**config.mk**
```make
export PLATFORM = sky130hd
export DESIGN_NAME = button_bank
export DESIGN_NICKNAME = d
export VERILOG_FILES = /design/src/rtl/button_bank.sv
export SDC_FILE = /design/constraint.sdc
export NUM_CORES = 1
export LEC_CHECK = 0
export BUFFER_PORTS_ARGS = -buffer_cell sky130_fd_sc_hd__buf_2
export CORE_UTILIZATION = 42
export CTS_CLUSTER_SIZE = 14
export DETAILED_ROUTE_END_ITERATION = 8
export PLACE_DENSITY_LB_ADDON = 0.08
export SLEW_MARGIN = 0
export SYNTH_ARGS = -nofsm -noshare
export SYNTH_HDL_FRONTEND = slang
export SYNTH_SLANG_ARGS = --single-unit
```
**constraint.sdc**
```tcl
create_clock -name clk -period 4.84 [get_ports clk]
set_input_delay 0.968 -clock clk [delete_from_list [all_inputs] [get_ports clk]]
set_output_delay 0.968 -clock clk [all_outputs]
set_load 0.02 [all_outputs]
```
**src/rtl/button_bank.sv**
```systemverilog
// Bank of independent push-button channels: two-flop synchronizer, debounce,
// press/release edge pulses, long-press detection and auto-repeat per channel.
module button_bank #(
  parameter int N_BTN           = 4,
  parameter int DEBOUNCE_CYCLES = 16,
  parameter int LONG_CYCLES     = 1000,
  parameter int REPEAT_CYCLES   = 250
) (
  input  logic               clk,
  input  logic               reset,
  input  logic [N_BTN-1:0]   btn_in,
  input  logic [N_BTN-1:0]   repeat_en,
  output logic [N_BTN-1:0]   btn_level,
  output logic [N_BTN-1:0]   press_pulse,
  output logic [N_BTN-1:0]   release_pulse,
  output logic [N_BTN-1:0]   long_pulse,
  output logic [N_BTN-1:0]   repeat_pulse,
  output logic               any_press,
  output logic [2*N_BTN-1:0] dbg_state
);

  localparam int DW = $clog2(DEBOUNCE_CYCLES + 1);
  localparam int HW = $clog2(LONG_CYCLES + 1);
  localparam int RW = $clog2(REPEAT_CYCLES + 1);

  localparam logic [DW-1:0] DEB_LAST  = DW'(DEBOUNCE_CYCLES - 1);
  localparam logic [DW-1:0] DEB_ONE   = DW'(1);
  localparam logic [HW-1:0] HOLD_LAST = HW'(LONG_CYCLES - 1);
  localparam logic [HW-1:0] HOLD_MAX  = HW'(LONG_CYCLES);
  localparam logic [HW-1:0] HOLD_ONE  = HW'(1);
  localparam logic [RW-1:0] REP_LAST  = RW'(REPEAT_CYCLES - 1);
  localparam logic [RW-1:0] REP_ONE   = RW'(1);

  typedef enum logic [1:0] {
    ST_IDLE = 2'd0,
    ST_HELD = 2'd1,
    ST_LONG = 2'd2
  } state_e;

  logic [N_BTN-1:0] sync1_q, sync1_d;
  logic [N_BTN-1:0] sync2_q, sync2_d;
  logic [N_BTN-1:0] level_q, level_d;
  logic [N_BTN-1:0] press_q, press_d;
  logic [N_BTN-1:0] release_q, release_d;
  logic [N_BTN-1:0] long_q, long_d;
  logic [N_BTN-1:0] repeat_q, repeat_d;
  logic             any_press_q, any_press_d;

  logic [DW-1:0] deb_cnt_q  [N_BTN];
  logic [DW-1:0] deb_cnt_d  [N_BTN];
  logic [HW-1:0] hold_cnt_q [N_BTN];
  logic [HW-1:0] hold_cnt_d [N_BTN];
  logic [RW-1:0] rep_cnt_q  [N_BTN];
  logic [RW-1:0] rep_cnt_d  [N_BTN];
  state_e        state_q    [N_BTN];
  state_e        state_d    [N_BTN];

  always_comb begin
    sync1_d   = btn_in;
    sync2_d   = sync1_q;
    level_d   = level_q;
    press_d   = '0;
    release_d = '0;
    long_d    = '0;
    repeat_d  = '0;
    for (int i = 0; i < N_BTN; i++) begin
      deb_cnt_d[i]  = deb_cnt_q[i];
      hold_cnt_d[i] = hold_cnt_q[i];
      rep_cnt_d[i]  = rep_cnt_q[i];
      state_d[i]    = state_q[i];

      // Debounce: a mismatch must survive DEBOUNCE_CYCLES consecutive edges.
      if (sync2_q[i] == level_q[i]) begin
        deb_cnt_d[i] = '0;
      end else if (deb_cnt_q[i] == DEB_LAST) begin
        deb_cnt_d[i] = '0;
        level_d[i]   = ~level_q[i];
        press_d[i]   = ~level_q[i];
        release_d[i] = level_q[i];
      end else begin
        deb_cnt_d[i] = deb_cnt_q[i] + DEB_ONE;
      end

      if (!level_q[i] || press_d[i]) begin
        hold_cnt_d[i] = '0;
      end else if (hold_cnt_q[i] != HOLD_MAX) begin
        hold_cnt_d[i] = hold_cnt_q[i] + HOLD_ONE;
      end

      case (state_q[i])
        ST_IDLE: begin
          rep_cnt_d[i] = '0;
          if (press_d[i]) state_d[i] = ST_HELD;
        end
        ST_HELD: begin
          if (release_d[i]) begin
            state_d[i] = ST_IDLE;
          end else if (hold_cnt_q[i] == HOLD_LAST) begin
            long_d[i]    = 1'b1;
            rep_cnt_d[i] = '0;
            state_d[i]   = ST_LONG;
          end
        end
        ST_LONG: begin
          // Dropping repeat_en restarts the full period on re-enable.
          if (release_d[i]) begin
            rep_cnt_d[i] = '0;
            state_d[i]   = ST_IDLE;
          end else if (!repeat_en[i]) begin
            rep_cnt_d[i] = '0;
          end else if (rep_cnt_q[i] == REP_LAST) begin
            rep_cnt_d[i] = '0;
            repeat_d[i]  = 1'b1;
          end else begin
            rep_cnt_d[i] = rep_cnt_q[i] + REP_ONE;
          end
        end
        default: state_d[i] = ST_IDLE;
      endcase
    end
    any_press_d = |press_d;
  end

  always_ff @(posedge clk) begin
    if (reset) begin
      sync1_q     <= '0;
      sync2_q     <= '0;
      level_q     <= '0;
      press_q     <= '0;
      release_q   <= '0;
      long_q      <= '0;
      repeat_q    <= '0;
      any_press_q <= 1'b0;
      for (int i = 0; i < N_BTN; i++) begin
        deb_cnt_q[i]  <= '0;
        hold_cnt_q[i] <= '0;
        rep_cnt_q[i]  <= '0;
        state_q[i]    <= ST_IDLE;
      end
    end else begin
      sync1_q     <= sync1_d;
      sync2_q     <= sync2_d;
      level_q     <= level_d;
      press_q     <= press_d;
      release_q   <= release_d;
      long_q      <= long_d;
      repeat_q    <= repeat_d;
      any_press_q <= any_press_d;
      for (int i = 0; i < N_BTN; i++) begin
        deb_cnt_q[i]  <= deb_cnt_d[i];
        hold_cnt_q[i] <= hold_cnt_d[i];
        rep_cnt_q[i]  <= rep_cnt_d[i];
        state_q[i]    <= state_d[i];
      end
    end
  end

  always_comb begin
    dbg_state = '0;
    for (int i = 0; i < N_BTN; i++) begin
      dbg_state[2*i +: 2] = state_q[i];
    end
  end

  assign btn_level     = level_q;
  assign press_pulse   = press_q;
  assign release_pulse = release_q;
  assign long_pulse    = long_q;
  assign repeat_pulse  = repeat_q;
  assign any_press     = any_press_q;

endmodule

```
==> qor.txt <==
FP Rows - 42
Port-buffer cells - 38
Design Area, Final - 6710 um2
share of post-route cells with drive strength above 1 - 10.9%
P per Cell Area - 359 nW/um2
most common cell after layout, fill and taps aside - dfxtp_1
met3 Use GR - 4.93%
Synth Register Bits - 129
Min-Delay Path Class - register to register
slowest stage delay, CP - 0.72 ns
postcts setup bufs - 0
gr busiest metal - met2
Ant. Diodes - 0
commonest cells after routing, fill and taps aside - 129 x dfxtp_1, 70 x nor2_1, 45 x nand2_1, 45 x nand3_1, 38 x buf_2
Max-cap violations - 0
grt ovf - 0
dpl cells - 845
final net count - 722
clk_lat worst skew - 0.42 ns
Die Wd - 119 um
Clock Skew - 0.00831 ns
Num CTS Buffers - 17
Final Cycle Share - 53.0%
Worst Max-Slew Pin Slew - 0.827 ns
met1 Resource Use GR - 21.3%
unrepaired setup endpoints after global routing - false
CTS max path bufs - 2
Worst VDD drop - 259 uV
depth of the CTS H-tree - 4
syn nets - 692
crit-path cells - ha_1, and3_1, ha_1, and3b_1, a211oi_2, or3b_1, a31oi_1
Top FF cell, synth - dfxtp_1
Post-Syn Instances - 658
critical path arrival - 2.91 ns
nature of the critical path startpoint - register
die height - 119 um
# resized after CTS - 0
Rel. slew slack - 44.8%
number of global-route vias before repair - 4379
placed instance area - 6090 um2
total power - 2.41 mW
Final Hold Vio Count - 0
fraction of registers with async set/reset - 0%
pre-CTS setup slack - 2.29 ns
area of the core - 13300 um2
setup violators final - 0
I/O pin count - 39
cts hold-fix bufs - 0
final count of pins violating max slew - 0
final core occ - 50.3%
DRC Markers - 0
Netlist Area Pre-Place - 5800 um2
die area - 14300 um2
CP max-delay cell - a211oi_2
highest achievable clock rate - 0.390 GHz
YS warnings - 0
cell chosen for the clock root - clkbuf_16
Most common cell on crit path - ha_1
DR pass1 iterations - 4
Finished Layout Cells - 876
syn_area_per_cell - 8.81 um2
WL/cell - 13.3 um
Data required, critical path - 5.18 ns
Worst Path Class, Setup - register to register
met2 global-route usage - 27.7%
Fill cells - 1279
routed vias/inst - 5.33
Min Hold Slack - 0.437 ns
antenna violations before repair - 0
Seq/Total Area, Yosys - 44.6%
post-route minimum period - 2.56 ns
DR iter-0 viols - 309
dpl hpwl - 7800 um
CP Max Fanout - 14
setup TNS - 0 ns
Critical Path End Type - register
Tot GR Track Use - 17.3%
Initial Util - 43.4%
P_leak - 2.29 nW
largest net degree at the start of global routing - 44
GP Congestion - 0.727
post-route ant nets - 0
global-route wire length before repair - 19800 um
Layout Area Growth over Synthesis - 15.8%
Post-Route WL - 11700 um
CTS Sinks - 129
clock-pin slew on the worst setup and hold paths - 0.05 ns
CTS tree - yes
via count - 4665
post-synth cell types - 53
Post-synth EDFFs - 0
status - completed
PnR worst setup slack - 2.28 ns
-- final timing paths --
path	slack, ns	cells after the start	from	endpoint
max	2.28	7	deb_cnt_q[1][0]$_SDFF_PP0_	rep_cnt_q[1][6]$_SDFFE_PP0P_
min	0.44	1	sync1_q[0]$_SDFF_PP0_	sync2_q[0]$_SDFF_PP0_
max reg2reg	2.28	7	deb_cnt_q[1][0]$_SDFF_PP0_	rep_cnt_q[1][6]$_SDFFE_PP0P_
min reg2reg	0.44	1	sync1_q[0]$_SDFF_PP0_	sync2_q[0]$_SDFF_PP0_
-- routing by layer --
metal / share of wire (%) / vias to the layer above
li1: - / 2380
met1: 49 / 2209
met2: 46 / 61
met3: 3.5 / 15
met4: 1.7 / 0
met5: 0 / -
-- state kept, by name, indices dropped and copies added, names as in the netlist --
signal / cells
any_press: 1
release_pulse: 4
btn_level: 4
hold_cnt_q: 40
state_q: 8
deb_cnt_q: 20
rep_cnt_q: 32
repeat_pulse: 4
press_pulse: 4
long_pulse: 4
sync2_q: 4
sync1_q: 4
-- logic make-up after synthesis --
logic type                 count (synthesis)  share of synthesized area [%]
DFF                                      129                           44.6
adders and majority gates                 24                           5.18
AOI/OAI and AO/OA                         97                           11.1
muxes                                      7                           1.21
xor gates and xnor gates                  39                           5.89
and+or+nand+nor                          298                           27.6
buffers and inverters                     64                           4.45
-- synth_stat cells (6+ instances only) --
library cell	number	area, um2
a211oi_1	7	52.6
buf_2	7	35.0
and3_1	11	68.8
clkbuf_1	19	71.3
or3_1	13	81.3
inv_1	35	131
nor3_1	22	110
o21a_1	6	45.0
nand2_1	45	169
nor2_1	70	263
xor2_1	12	105
nor2b_1	12	75.1
ha_1	24	300
o21ai_0	10	50.1
nand3b_1	16	120
nand2b_1	14	87.6
a31oi_1	18	113
dfxtp_1	129	2580
mux2i_1	7	70.1
nand4_1	8	50.1
xnor2_1	27	236
a21oi_1	26	130
nor4_1	9	56.3
and4_1	6	52.6
o211ai_1	9	67.6
nand3_1	45	225
-- final cells by class --
type                       count  area [um2]  share of cell area [%]
timing repair buffer          40         205                    3.06
clock buffer                  27         523                    7.79
multi-input combinational    465        2960                    44.0
clock inverter                 4        95.1                    1.42
tap                          176         220                    3.28
inverter                      35         131                    1.96
sequential                   129        2580                    38.5
-- critical path: cells and delay by family (launching register included) --
| family | cells | cell delay, ns |
|---|---|---|
| AND/OR/NAND/NOR | 3 | 0.86 |
| AO/OA/AOI/OAI | 2 | 0.87 |
| adder cells (fa/ha/maj) | 2 | 0.45 |
| flip-flops | 1 | 0.32 |
-- power by group --
group / switching (mW) / leakage [nW] / internal (mW)
Clock: 0.431 / 0.304 / 0.889
Sequential: 0.00260 / 1.04 / 1.07
Combinational: 0.0145 / 0.948 / 0.00854
Total: 0.448 / 2.29 / 1.96
No activity file was read; power rests on OpenSTA's default activity.
